## config.mk

```make
export PLATFORM = sky130hd
export DESIGN_NAME = scr1_tcm_dmem_arb
export DESIGN_NICKNAME = d
export VERILOG_FILES = /design/src/rtl/scr1_tcm_dmem_arb.sv
export SDC_FILE = /design/constraint.sdc
export NUM_CORES = 1
export LEC_CHECK = 0
export ABC_AREA = 1
export BUFFER_PORTS_ARGS = -buffer_cell sky130_fd_sc_hd__buf_2
export CAP_MARGIN = 20
export CELL_PAD_IN_SITES_DETAIL_PLACEMENT = 1
export CELL_PAD_IN_SITES_GLOBAL_PLACEMENT = 2
export CORE_MARGIN = 4
export CORE_UTILIZATION = 10
export DETAILED_ROUTE_END_ITERATION = 8
export GPL_ROUTABILITY_DRIVEN = 0
export GPL_TIMING_DRIVEN = 0
export PLACE_DENSITY = 0.95
export SLEW_MARGIN = 25
export SYNTH_ARGS = -nofsm -noshare
export SYNTH_HDL_FRONTEND = slang
export SYNTH_SLANG_ARGS = --single-unit
```

## constraint.sdc

```tcl
create_clock -name clk -period 1.5 [get_ports clk]
set_clock_uncertainty 0.05 [all_clocks]
set_input_delay 0.075 -clock clk [delete_from_list [all_inputs] [get_ports clk]]
set_output_delay 0.075 -clock clk [all_outputs]
set_load 0.005 [all_outputs]
```

## src/rtl/scr1_tcm_dmem_arb.sv

```systemverilog
// Two-master arbiter in front of the TCM data port.
// Master 0 is the core data interface, master 1 is a system-side master.
// One transaction is outstanding at a time. Each response is routed back to
// the master that issued the request.

package scr1_memif_pkg;

  typedef enum logic {
    SCR1_MEM_CMD_RD = 1'b0,
    SCR1_MEM_CMD_WR = 1'b1
  } type_scr1_mem_cmd_e;

  typedef enum logic [1:0] {
    SCR1_MEM_WIDTH_BYTE  = 2'b00,
    SCR1_MEM_WIDTH_HWORD = 2'b01,
    SCR1_MEM_WIDTH_WORD  = 2'b10
  } type_scr1_mem_width_e;

  typedef enum logic [1:0] {
    SCR1_MEM_RESP_NOTRDY = 2'b00,
    SCR1_MEM_RESP_RDY_OK = 2'b01,
    SCR1_MEM_RESP_RDY_ER = 2'b10
  } type_scr1_mem_resp_e;

endpackage : scr1_memif_pkg

module scr1_tcm_dmem_arb
  import scr1_memif_pkg::*;
#(
  parameter bit ARB_FIXED_PRIO = 1'b0
) (
  input  logic                 clk,
  input  logic                 rst_n,
  // master 0 (core data)
  input  logic                 m0_req,
  input  type_scr1_mem_cmd_e   m0_cmd,
  input  type_scr1_mem_width_e m0_width,
  input  logic [31:0]          m0_addr,
  input  logic [31:0]          m0_wdata,
  output logic                 m0_req_ack,
  output logic [31:0]          m0_rdata,
  output type_scr1_mem_resp_e  m0_resp,
  // master 1 (system side)
  input  logic                 m1_req,
  input  type_scr1_mem_cmd_e   m1_cmd,
  input  type_scr1_mem_width_e m1_width,
  input  logic [31:0]          m1_addr,
  input  logic [31:0]          m1_wdata,
  output logic                 m1_req_ack,
  output logic [31:0]          m1_rdata,
  output type_scr1_mem_resp_e  m1_resp,
  // TCM data port
  output logic                 tcm_req,
  output type_scr1_mem_cmd_e   tcm_cmd,
  output type_scr1_mem_width_e tcm_width,
  output logic [31:0]          tcm_addr,
  output logic [31:0]          tcm_wdata,
  input  logic                 tcm_req_ack,
  input  logic [31:0]          tcm_rdata,
  input  type_scr1_mem_resp_e  tcm_resp
);

  typedef enum logic [1:0] {
    ARB_IDLE  = 2'b00,
    ARB_WAIT0 = 2'b01,
    ARB_WAIT1 = 2'b10
  } arb_state_e;

  arb_state_e state_r;
  logic       prio_r;        // master that wins the next tie in round-robin mode

  logic       resp_done_s;   // outstanding transfer completes this cycle
  logic       grant_allow_s; // port is free, or frees up this cycle
  logic       sel_s;         // selected master index
  logic       tcm_req_s;
  logic       accept_s;

  // Pick the winning master among the current-cycle requests.
  always_comb begin
    resp_done_s   = (tcm_resp != SCR1_MEM_RESP_NOTRDY);
    grant_allow_s = (state_r == ARB_IDLE) | resp_done_s;
    if (m0_req & m1_req) begin
      if (ARB_FIXED_PRIO) begin
        sel_s = 1'b0;
      end else begin
        sel_s = prio_r;
      end
    end else if (m1_req) begin
      sel_s = 1'b1;
    end else begin
      sel_s = 1'b0;
    end
    tcm_req_s = grant_allow_s & (m0_req | m1_req);
    accept_s  = tcm_req_s & tcm_req_ack;
  end

  // Forward the selected master's request fields; zero when nothing is granted.
  always_comb begin
    tcm_req = tcm_req_s;
    if (tcm_req_s) begin
      if (sel_s) begin
        tcm_cmd   = m1_cmd;
        tcm_width = m1_width;
        tcm_addr  = m1_addr;
        tcm_wdata = m1_wdata;
      end else begin
        tcm_cmd   = m0_cmd;
        tcm_width = m0_width;
        tcm_addr  = m0_addr;
        tcm_wdata = m0_wdata;
      end
    end else begin
      tcm_cmd   = SCR1_MEM_CMD_RD;
      tcm_width = SCR1_MEM_WIDTH_BYTE;
      tcm_addr  = 32'h0000_0000;
      tcm_wdata = 32'h0000_0000;
    end
    m0_req_ack = tcm_req_s & ~sel_s & tcm_req_ack;
    m1_req_ack = tcm_req_s &  sel_s & tcm_req_ack;
  end

  // Route the TCM response to the owner of the outstanding transfer only.
  always_comb begin
    m0_resp  = SCR1_MEM_RESP_NOTRDY;
    m0_rdata = 32'h0000_0000;
    m1_resp  = SCR1_MEM_RESP_NOTRDY;
    m1_rdata = 32'h0000_0000;
    case (state_r)
      ARB_WAIT0: begin
        m0_resp  = tcm_resp;
        m0_rdata = tcm_rdata;
      end
      ARB_WAIT1: begin
        m1_resp  = tcm_resp;
        m1_rdata = tcm_rdata;
      end
      default: begin
        m0_resp  = SCR1_MEM_RESP_NOTRDY;
        m1_resp  = SCR1_MEM_RESP_NOTRDY;
      end
    endcase
  end

  // Track transfer ownership and rotate the tie-break pointer on every accept.
  always_ff @(posedge clk or negedge rst_n) begin
    if (!rst_n) begin
      state_r <= ARB_IDLE;
      prio_r  <= 1'b0;
    end else if (accept_s) begin
      state_r <= sel_s ? ARB_WAIT1 : ARB_WAIT0;
      prio_r  <= ~sel_s;
    end else if ((state_r != ARB_IDLE) && resp_done_s) begin
      state_r <= ARB_IDLE;
      prio_r  <= prio_r;
    end else begin
      state_r <= state_r;
      prio_r  <= prio_r;
    end
  end

endmodule : scr1_tcm_dmem_arb

```

==> metrics list, run 1 <==
- The finished layout holds 913 standard cells, fillers aside.
* Worst relative slew slack: 83.53%
* Max-slew violations: 0
* Number of levels the H-tree was split into: 1
* Worst hold path type: input port to asynchronous set/reset pin
- Layout fillers: 2039
- The first global-routing pass estimated 18520 um of wire.
- Remaining antenna violation count: 0
- The largest total area in the synthesized netlist belongs to nand2_1.
* Total power consumption of the routed design: 2.573 mW
- Share of the yosys chip area belonging to registers: 4.762%
- After detailed routing, the number of vias per cell comes to 3.885.
- Initial Utilization: 10.29%
- Total routed wirelength: 13110 um
* Failing checks: negative setup slack
- Clock-pin slew was measured on the worst setup and hold paths at 0.03 ns.
* Leading post-synthesis cells by cell area: nand2_1 34%, a21oi_1 21%, nor2_1 17%
- Standard-cell rows: 45
* Overall overflow remaining after global route: 0
* Area share of the largest cell type after synthesis: 34.29%
* Unrepaired setup endpoints after global routing: yes
- Die height: 133.6 um
* Net count after synthesis: 533
- Fraction of layout cells with a size suffix above 1: 65.24%
* Fin Hold WS: 0.1849 ns
- Final standard cell utilization of the core: 28.14%
* Setup violations, final: 69
- Critical path arrival: 1.56 ns
- Die outline width: 133.6 um
- Endpoint type of the worst setup path: output port
- The initial antenna violation count was 0.
- Max-cap violations in this run came to 0.
- Std-Cell Core Area: 0.01531 mm2
* Crit path setup slack, layout: -0.1855 ns
- Clock Root Buffer: clkbuf_16
- Critical path class: register to output port
- In this run the mean area of a mapped cell was 4.379 um2.
- For the pin with the worst max-slew slack, the measured transition is 0.2445 ns.
- Warning count from the yosys run: 0
- Total vias in the final route: 3547
- Final Hold Fails: 0
- The HPWL after detailed placement is 10310 um.
* Post-route cell area: 0.004309 mm2
- Power spread over the standard cell area amounts to 597.0 mW/mm2.
- CTS saw 3 sinks.
- Distinct cell type count after synthesis: 15
- At the worst endpoint, the required time is 1.37 ns.
* Number of nets in the layout: 876
* Vias in the first global route: 3629
* Register area: 76.32 um2
- Static power due to leakage: 2.660 nW
- Number of synthesized register bits: 3
- GRT Total Usage: 12.63%
* Crit share post-route: 112.4%
- In this run the worst path has a maximum fanout of 8.
* Maximum clock path buffer count: 2
- TritonCTS built the clock tree.
- Post-route DRC violation count: 0
- Synthesis-to-layout area growth: 173.3%
* Placed cell area: 0.003392 mm2
- Initial DRC count: 82
- Top achievable clock speed: 593.3 MHz
* First-pass DRT Iterations: 4
* Area of the multi-input gates: 0.001514 mm2
* Number of I/O pins: 311
- CP Launch Type: register
* Post-Place Cells: 881
* Number of clock buffers inserted by TritonCTS: 3
- Average routed wire per standard cell: 14.36 um
- The worst path in the final design needs a cycle of 1.685 ns, including I/O delays and setup.
- PortBufs: 310
- Clk_lat worst skew: 0.22 ns
- In the synthesized netlist, the number of instances is 360.
- IR analysis of the VDD net gives a maximum drop of 0.0002495 V.
* Post-synthesis instance area: 0.001577 mm2
- Area of the die: 0.01784 mm2
- The repair_antennas step left the layout with diodes totalling 0.
- Maximum number of pins on one net before global-route repair: 11
- The run finished, with violations left.
[synth_stat cells]
cell      number
nand2_1      144
nor2_1        70
a21oi_1       67
inv_1         40
buf_2         12
buf_4          7
clkbuf_1       6
nand3_1        4
dfrtp_1        3
buf_6          2
inv_2          1
nand4_1        1
nor2_4         1
o21ai_0        1
o21ai_2        1
[cells by family (layout without fill, tap and decap cells)]
family | count (synthesis) | count (layout) | synth area share (%)
compound gates | 69 | 69 | 22.14
buf+inv | 68 | 410 | 19.76
flops | 3 | 3 | 4.762
simple gates | 220 | 220 | 53.33
[cell type report]
type	count	area share, %
plain buffers	27	7.462
clock buffers	4	1.829
inverters	41	3.630
multi-input cells	289	35.13
flip-flops and latches	3	1.771
well taps	211	6.127
repair buffers	338	44.05
[flip-flops by register name (all words and copies together) (netlist names)]
signal	count
state_r	2
prio_r	1
[power breakdown]
part	switching, mW	total (mW)	leakage, nW	internal, mW
sequential	0.0210	0.119	0.0363	0.0977
combinational	1.02	2.03	2.59	1.01
clock	0.0700	0.421	0.0382	0.350
[per-stage QoR]
step                TNS, ns  setup slack [ns]
global route         -15.03           -0.2541
finish               -8.618           -0.1855
floorplan                 0            0.2629
global placement     -3.619           -0.1460
CTS                  -7.924           -0.1496
detailed placement   -2.541           -0.1438
[metal layers]
metal	global-route usage, %	wire [um]
met2	24.92	7318
met1	13.48	4831
met3	3.097	853
met4	2.629	105
met5	0	0
[what timing repair did]
action,CTS,global route
endpoints found under the hold margin,3,0
hold buffers,1,0
pin swaps,7,29
resized for setup,91,80
setup endpoints to repair,130,130
setup buffers,13,11
cloned,3,1
[final timing paths]
path	startpoint	depth (start not counted)	to	slack (ns)
setup / recovery	prio_r	6	tcm_addr[18]	-0.19
hold / removal	rst_n	2	prio_r	0.18
setup reg to reg	prio_r	6	prio_r	0.10
hold reg to reg	prio_r	2	prio_r	0.56
max in group asynchronous	rst_n	2	prio_r	1.09
min in group clk	tcm_req_ack	4	state_r[1]	0.19
[critical path, stage by stage, from the launching register on]
cell     delay, ns
dfrtp_2       0.44
o21ai_4       0.24
buf_12        0.19
buf_16        0.13
nand2_2       0.06
a21oi_2       0.14
buf_2         0.13
[layout by cell type, fill, tap and decap left out]
master | synthesis | layout
a21oi_2 | 0 | 39
clkbuf_8 | 0 | 1
nand2_4 | 0 | 9
buf_4 | 7 | 20
clkbuf_16 | 0 | 4
buf_16 | 0 | 3
nor2_4 | 1 | 2
clkbuf_1 | 6 | 1
a21oi_1 | 67 | 28
buf_12 | 0 | 5
o21ai_0 | 1 | 1
nand2_1 | 144 | 102
nor2_1 | 70 | 69
inv_2 | 1 | 4
nand3_4 | 0 | 1
buf_8 | 0 | 11
dlygate4sd3_1 | 0 | 1
o21ai_4 | 0 | 1
nand2_2 | 0 | 33
inv_4 | 0 | 1
nand3_1 | 4 | 3
buf_6 | 2 | 9
dfrtp_2 | 0 | 1
dfrtp_1 | 3 | 2
buf_2 | 12 | 314
nand4_1 | 1 | 1
inv_1 | 40 | 36
Note: power is estimated with default switching activity, not from simulation.
==> run 2, diff against run 1 <==
--- a/config.mk
+++ b/config.mk
@@ -5,7 +5,6 @@
 export SDC_FILE = /design/constraint.sdc
 export NUM_CORES = 1
 export LEC_CHECK = 0
-export ABC_AREA = 1
 export BUFFER_PORTS_ARGS = -buffer_cell sky130_fd_sc_hd__buf_2
 export CAP_MARGIN = 20
 export CELL_PAD_IN_SITES_DETAIL_PLACEMENT = 1
@@ -15,7 +14,7 @@
 export DETAILED_ROUTE_END_ITERATION = 8
 export GPL_ROUTABILITY_DRIVEN = 0
 export GPL_TIMING_DRIVEN = 0
-export PLACE_DENSITY = 0.95
+export PLACE_DENSITY_LB_ADDON = 0.1
 export SLEW_MARGIN = 25
 export SYNTH_ARGS = -nofsm -noshare
 export SYNTH_HDL_FRONTEND = slang
==> run 2 against run 1 <==
- the flow still finishes with violations (negative setup slack)
- die area decreased by 8.0%
- final area decreased by 6.0%
- total power decreased by 13%
- sequential power decreased by 18%
- worst hold slack got worse by 0.043 ns
- fmax decreased by 12%
- first-iteration DRC count decreased by 34%
- critical path depth unchanged
- core utilization increased by 0.83 points
- wire length decreased by 4.3%
- combinational power decreased by 15%
==> metrics list, run 2 <==
- Outcome: complete, but fails checks (unchanged)
* Failing checks: negative setup slack (unchanged)
- Leading post-synthesis cells by cell area: a32o_1 46%, and2_1 30%, dfrtp_1 5.2% (was nand2_1 34%, a21oi_1 21%, nor2_1 17%).
- Switching component of the power: 0.7911 mW (was 1.113 mW)
* Vias in the first global route: 3133 (was 3629)
* Leading cell type in the layout, fill and taps excluded: buf_2 (unchanged)
- The startpoint of the worst setup timing path was state_r[1] (was prio_r).
- Overall overflow remaining after global route: 0 (unchanged)
* Total routed wirelength: 12550 um (was 13110 um)
- The total DRC errors in the routed layout is 0 (unchanged).
- The number of unique standard cell types used by synthesis came to 19 (was 15).
- Fin Hold WS: 0.1419 ns (was 0.1849 ns)
* DP Wirelength: 10350 um (was 10310 um)
* Share of the yosys chip area belonging to registers: 5.204% (was 4.762%)
- Net switching fraction of the power: 35.19% (was 43.25%)
- Max FFs per register: 2 (unchanged)
- The relative area change from synthesis to final layout is 180.9% (was 173.3%).
* Worst relative slew slack: 68.22% (was 83.53%)
- The largest net degree at the start of global routing is 11 (unchanged).
* Number of nets in the layout: 701 (was 876)
- Endpoint type of the worst setup path: output port (unchanged)
- First-pass DRT Iterations: 4 (unchanged)
- Cell type of the slowest stage on the worst timing path: dfrtp_1 (was dfrtp_2)
* Crit path setup slack, layout: -0.4185 ns (was -0.1855 ns)
* Fraction of layout cells with a size suffix above 1: 74.38% (was 65.24%)
- CTS clk-pin slew, worst paths: 0.03 ns (about the same)
- Critical path class: register to output port (unchanged)
- Average routed wire per standard cell: 17.75 um (was 14.36 um)
- The worst min-delay path category is input port to asynchronous set/reset pin (unchanged).
- The number of design-rule violations left by the first detailed-router iteration was 54 (was 82).
* Count of flip-flops with a built-in enable after synthesis: 0 (unchanged)
* Static power due to leakage: 2.253 nW (was 2.660 nW)
* Number of levels the H-tree was split into: 1 (unchanged)
* Post-Synthesis Mean Instance Area: 7.840 um2 (was 4.379 um2)
* Crit share post-route: 127.9% (was 112.4%)
- The synthesis-stage register bit count came to 3 (unchanged).
* Warning count from the yosys run: 0 (unchanged)
- Number of sinks handled by clock tree synthesis: 3 (unchanged)
- The kind of launch point of the worst setup path is a register (unchanged).
* Post-synthesis instance area: 0.001443 mm2 (was 0.001577 mm2)
- Die outline width: 128.1 um (was 133.6 um)
- Largest area contributor in the netlist: a32o_1 (was nand2_1)
- Standard-cell rows: 43 (was 45)
- Largest reg by FF count: state_r (unchanged)
- Total vias in the final route: 3024 (was 3547)
* Largest stage delay, worst path: 0.37 ns (was 0.44 ns)
* Biggest fanout along the worst timing path: 10 (was 8)
- The number of I/O port buffers was 310 (unchanged).
- Most used flip-flop cell after synthesis: dfrtp_1 (unchanged)
* Worst VDD drop: 0.0002105 V (was 0.0002495 V)
- Commonest cells after routing, fill and taps aside: 293 x buf_2, 66 x a32o_1, 55 x and2_1 (was 314 x buf_2, 102 x nand2_1, 69 x nor2_1)
* Critical path arrival: 1.79 ns (was 1.56 ns)
* Layout fillers: 1738 (was 2039)
- Sequential cell fraction of total power: 4.3% (was 4.6%)
* GRT Total Usage: 13.16% (was 12.63%)
* Die height: 128.1 um (was 133.6 um)
- The total core area was 0.01399 mm2 (was 0.01531 mm2).
- Worst Path Buf+Inv: 3 (unchanged)
- Largest registers: state_r x2, prio_r x1 (unchanged)
- Post-Place Cells: 674 (was 881)
- The deepest clock path buffer count came to 2 (unchanged).
- The final total power came to 2.248 mW (was 2.573 mW).
* Fraction of registers with async set/reset: 100.0% (unchanged)
- Top achievable clock speed: 521.2 MHz (was 593.3 MHz)
- The overall die area is 0.01641 mm2 (was 0.01784 mm2).
- Cell-by-cell listing of the critical path: or2_4 -> a221oi_4 -> buf_6 -> buf_8 -> a32o_1 -> buf_2 (was o21ai_4 -> buf_12 -> buf_16 -> nand2_2 -> a21oi_2 -> buf_2)
- The count of boundary I/O pins came to 311 (unchanged).
- Combinational share of power: 76.7% (was 79.0%)
- Synthesized netlist cell count: 184 (was 360)
- The root buffer cell was clkbuf_16 (unchanged).
- The share of the synthesized area in the top cell type is 46.49% (was 34.29%).
- The library cell with the highest instance count after synthesis is and2_1 (was nand2_1).
* Internal power: 1.457 mW (was 1.460 mW)
* Unrepaired setup endpoints after global routing: yes (unchanged)
- The shortest clock period the worst path allows after layout came to 1.918 ns (was 1.685 ns).
- The final setup violation count came to 137 (was 69).
- Global-route wire length before repair: 17230 um (was 18520 um)
* Total power per unit cell area: 554.7 mW/mm2 (was 597.0 mW/mm2)
- The average via count per standard cell is 4.277 (was 3.885).
* Worst reg2reg startpoint: prio_r (unchanged)
- The number of buffers created by CTS is 3 (unchanged).
* Initial antenna violation count: 0 (unchanged)
* Max-slew violations: 0 (unchanged)
- The cell type group with the largest total delay on the critical path is buffers and inverters (unchanged).
- Clock tree from TritonCTS: built (unchanged)
* Number of standard cells in the layout, taps in and fillers out: 707 (was 913)
- Initial Utilization: 10.31% (was 10.29%)
- The max-cap check violation count came to 0 (unchanged).
- The worst-margin pin slew is 0.4766 ns (was 0.2445 ns).
- The clock share of power was 18.9% (was 16.3%).
- Final sum of negative setup slack: -33.89 ns (was -8.618 ns)
- The antenna violation net count after detailed routing is 0 (unchanged).
- Clk_lat worst skew: 0.22 ns (about the same)
* Antenna cells: 0 (unchanged)
* Crit path required time: 1.37 ns (about the same)
* Net count after synthesis: 357 (was 533)
- Final Hold Fails: 0 (unchanged)
- Cell types with the highest counts after synthesis: 70 x and2_1, 67 x a32o_1, 15 x clkbuf_1 (was 144 x nand2_1, 70 x nor2_1, 67 x a21oi_1)
## run 2: cell count changes after synthesis, moves of 9 or more
cell,delta
clkbuf_1,+9
and2_1,+70
a32o_1,+67
nand2_1,-144
inv_1,-38
nor2_1,-69
a21oi_1,-65
## run 2: kinds of logic after synthesis
kind of cell	Yosys count	synth area share (%)
AOI/OAI and AO/OA	75	50.91
and+or+nand+nor	75	32.35
buffers and inverters	30	10.84
muxes	1	0.6939
DFF	3	5.204
## run 2: power groups by stage
stage          Sequential [mW]  Clock, mW  Combinational, mW
4_1_cts                 0.0978      0.432               1.51
6_report                0.0977      0.425               1.72
3_5_place_dp             0.100          0               1.33
2_1_floorplan           0.0975          0              0.604
5_1_grt                 0.0986      0.452               1.88
3_3_place_gp            0.0998          0               1.32
## run 2: path summary, 6_finish.rpt
check                           slack (ns)  cells after the start            to
min in group clk                      0.24                      3        prio_r
worst max register to register        0.08                      5    state_r[0]
max in group asynchronous             1.15                      2    state_r[0]
worst min register to register        0.54                      2        prio_r
worst min-delay path                  0.14                      2        prio_r
worst max-delay path                 -0.42                      6  tcm_addr[19]
## run 2: through the flow
step | setup WS [ns] | util [%] | cell area, um2
6_report | -0.4185 | 28.97 | 4053
5_1_grt | -0.4940 | 28.97 | 4053
4_1_cts | -0.4638 | 25.64 | 3587
3_5_place_dp | -0.4983 | 23.01 | 3219
3_3_place_gp | -0.4723 | 23.01 | 3219
2_1_floorplan | -0.01002 | - | 1443
## run 2: final cells by class
cell class | instances | area, um2 | share of cell area (%)
clock buffer | 4 | 78.83 | 1.945
tap | 180 | 225.2 | 5.557
multi-input combinational | 151 | 1299 | 32.05
timing repair buffer | 341 | 2091 | 51.59
sequential | 3 | 75.07 | 1.852
inverter | 2 | 7.507 | 0.1852
buffer | 26 | 276.5 | 6.823
## run 2: layer usage
metal / track usage, % / up-vias / part of all wire, %
met2: 26.16 / 175 / 57
met1: 13.46 / 1411 / 34
li1: - / 1426 / -
met3: 4.167 / 12 / 9.0
met4: 2.185 / 0 / 0.87
met5: 0 / - / 0
## run 2: what timing repair did
item / in CTS / in global routing
setup buffers: 9 / 13
hold endpoints to repair: 3 / 0
cloned: 3 / 7
hold buffers: 1 / 0
resized for setup: 56 / 53
setup endpoints to repair: 135 / 132
pin swaps: 3 / 2
==> run 3, diff against run 2 <==
--- a/config.mk
+++ b/config.mk
@@ -14,7 +14,7 @@
 export DETAILED_ROUTE_END_ITERATION = 8
 export GPL_ROUTABILITY_DRIVEN = 0
 export GPL_TIMING_DRIVEN = 0
-export PLACE_DENSITY_LB_ADDON = 0.1
+export PLACE_DENSITY = 0.95
 export SLEW_MARGIN = 25
 export SYNTH_ARGS = -nofsm -noshare
 export SYNTH_HDL_FRONTEND = slang
==> run 3 against run 2 <==
- the flow still finishes with violations (negative setup slack)
- clock power hardly changed
- critical path depth increased by 1
- via count shrank 0.50%
- combinational power barely moved
- global-route usage is 0.095 points lower
- core utilization fell by 1.2 points
- wire length shrank 0.70%
- critical endpoint is now tcm_addr[14]
- setup slack got worse by 0.079 ns
- first-iteration DRC count down 9.3%
==> metrics list, run 3 (synthesis gave the netlist of run 2 again) <==
- Largest registers: state_r x2, prio_r x1 (unchanged).
- The root buffer cell is clkbuf_16 (unchanged).
- The register with the highest flop count is state_r (unchanged).
- Top achievable clock speed: 500.7 MHz (was 521.2 MHz)
- The relative area change from synthesis to final layout came to 169.0% (was 180.9%).
- The cell area after layout was 0.003880 mm2 (was 0.004053 mm2).
- DP Wirelength: 10240 um (was 10350 um)
* PortBufs: 310 (unchanged)
- The peak supply drop came to 0.0002513 V (was 0.0002105 V).
* Detail-routed via count per cell: 4.268 (was 4.277)
* Crit path required time: 1.37 ns (about the same)
- The power per cell area is 568.7 mW/mm2 (was 554.7 mW/mm2).
* Max Cap Viol: 0 (unchanged)
- The average routed wire per standard cell was 17.68 um (was 17.75 um).
- Placed cell area: 0.003219 mm2 (unchanged)
* Critical path class: register to output port (unchanged)
- The total DRC errors in the routed layout was 0 (unchanged).
- Total routed wirelength: 12460 um (was 12550 um)
- Final Hold Fails: 0 (unchanged)
* Overall overflow remaining after global route: 0 (unchanged)
* Crit share post-route: 133.1% (was 127.9%)
- Max-slew violations: 0 (unchanged)
- The largest fanout on the critical path is 10 (unchanged).
* Crit path setup slack, layout: -0.4972 ns (was -0.4185 ns)
* Initial DRC count: 49 (was 54)
- The leakage power is 2.228 nW (was 2.253 nW).
* Number of clock buffers inserted by TritonCTS: 3 (unchanged)
- The worst-margin pin slew came to 0.4974 ns (was 0.4766 ns).
- The count of TritonRoute iterations in the first routing pass is 4 (unchanged).
- The worst hold slack is 0.1799 ns (was 0.1419 ns).
* CP Launch Type: register (unchanged)
* Setup violations, final: 137 (unchanged)
* Endpoint type of the worst setup path: output port (unchanged)
- The total core area was 0.01399 mm2 (unchanged).
- Outcome: complete, but fails checks (unchanged)
* Failing checks: negative setup slack (unchanged)
- The antenna cell count is 0 (unchanged).
- Commonest cells after routing, fill and taps aside: 303 x buf_2, 67 x and2_1, 57 x a32o_1 (was 293 x buf_2, 66 x a32o_1, 55 x and2_1)
* Initial Utilization: 10.31% (unchanged)
- Critical path arrival: 1.87 ns (was 1.79 ns)
- The most frequent standard cell in the layout excluding fill and tap cells is buf_2 (unchanged).
* GRT Total Usage: 13.06% (was 13.16%)
- The clock transition time at the flip-flop clock pins of the worst setup and hold paths is 0.03 ns (about the same).
- Number of nets in the layout: 699 (was 701)
- Maximum clock path buffer count: 2 (unchanged)
- Fraction of layout cells with a size suffix above 1: 73.33% (was 74.38%)
- Number of I/O pins: 311 (unchanged)
- The antenna violation net count after detailed routing is 0 (unchanged).
* Die height: 128.1 um (unchanged)
- Number of sinks handled by clock tree synthesis: 3 (unchanged)
* Standard-cell rows: 43 (unchanged)
- Unrepaired setup endpoints after global routing: yes (unchanged).
* Layout fillers: 1791 (was 1738)
- The register cell area after layout was 75.07 um2 (unchanged).
* Vias in the first global route: 3118 (was 3133)
* Area of the multi-input gates: 0.001280 mm2 (was 0.001299 mm2)
- The H-tree level count is 1 (unchanged).
* Die outline width: 128.1 um (unchanged)
- The flip-flop count of the largest register, all copies and words added is 2 (unchanged).
- The source-to-sink clock delay at the later pin of the worst-skew pair came to 0.22 ns (about the same).
- The initial antenna violation count came to 0 (unchanged).
* Final critical delay including setup and external delays: 1.997 ns (was 1.918 ns)
- The global-route wire length before repair was 16970 um (was 17230 um).
- Clock tree from TritonCTS: built (unchanged)
- Total vias in the final route: 3009 (was 3024)
* Worst hold path type: input port to asynchronous set/reset pin (unchanged)
- Area of the die: 0.01641 mm2 (unchanged)
- Worst relative slew slack: 66.84% (was 68.22%)
* Maximum number of pins on one net before global-route repair: 11 (unchanged)
[run 3: cell types whose count changed in the layout (fill, tap and decap cells not counted), sizes merged]
| cell | delta |
|---|---|
| buf | +3 |
| clkbuf | -5 |
[run 3: layer usage]
| metal | wire (um) | vias to the layer above | part of all wire [%] | track usage [%] |
|---|---|---|---|---|
| li1 | - | 1428 | - | - |
| met2 | 6734 | 204 | 54 | 25.66 |
| met5 | 0 | - | 0 | 0 |
| met3 | 1345 | 10 | 11 | 3.708 |
| met1 | 4230 | 1367 | 34 | 13.86 |
| met4 | 150 | 0 | 1.2 | 2.185 |
[run 3: where the power goes]
group,internal (mW),leakage [nW],switching (mW),total [mW]
Sequential,0.0923,0.0372,0.00636,0.0986
Clock,0.351,0.0382,0.0721,0.423
Combinational,0.962,2.15,0.723,1.69
[run 3: metrics by stage]
step,power [mW],utilization (%),TNS (ns),setup WS (ns),std cells
after global placement,1.422,23.01,-44.45,-0.6801,674
after global routing,2.375,27.74,-48.85,-0.5937,705
after CTS,2.031,25.31,-51.34,-0.5157,688
after detailed placement,1.435,23.01,-46.53,-0.6790,674
final,2.206,27.74,-37.39,-0.4972,705
after floorplan,0.7016,-,-0.3005,-0.01002,184
[run 3: what timing repair did]
item                                    CTS  global route
gates cloned                              3             3
endpoints found under the setup margin  139           140
resized for setup                        38            70
buffers inserted                          8            14
hold buffers                              1             0
pin swaps                                 7             5
endpoints found under the hold margin     3             0
[run 3: area by class of cell]
class,count,share of cell area (%)
Tap cell,180,5.805
Multi-Input combinational cell,151,32.99
Sequential cell,3,1.935
Clock buffer,4,2.032
Inverter,2,0.1935
Timing Repair Buffer,338,50.18
Buffer,27,6.869
[run 3: worst paths after layout]
check / startpoint / slack, ns / cells after the start / to
worst max-delay path: state_r[0] / -0.50 / 7 / tcm_addr[14]
worst min-delay path: rst_n / 0.18 / 2 / state_r[1]
worst max register to register: prio_r / 0.01 / 5 / state_r[0]
worst min register to register: prio_r / 0.55 / 2 / prio_r
max in group asynchronous: rst_n / 1.11 / 2 / state_r[0]
min in group clk: m0_req / 0.26 / 3 / prio_r
[run 3: critical path, stage by stage, from the launching register on]
cell and delay [ns]:
dfrtp_1 0.40, or2_4 0.28, a221oi_4 0.27, buf_12 0.16, buf_12 0.14, buf_8 0.13
a32o_1 0.14, buf_2 0.12
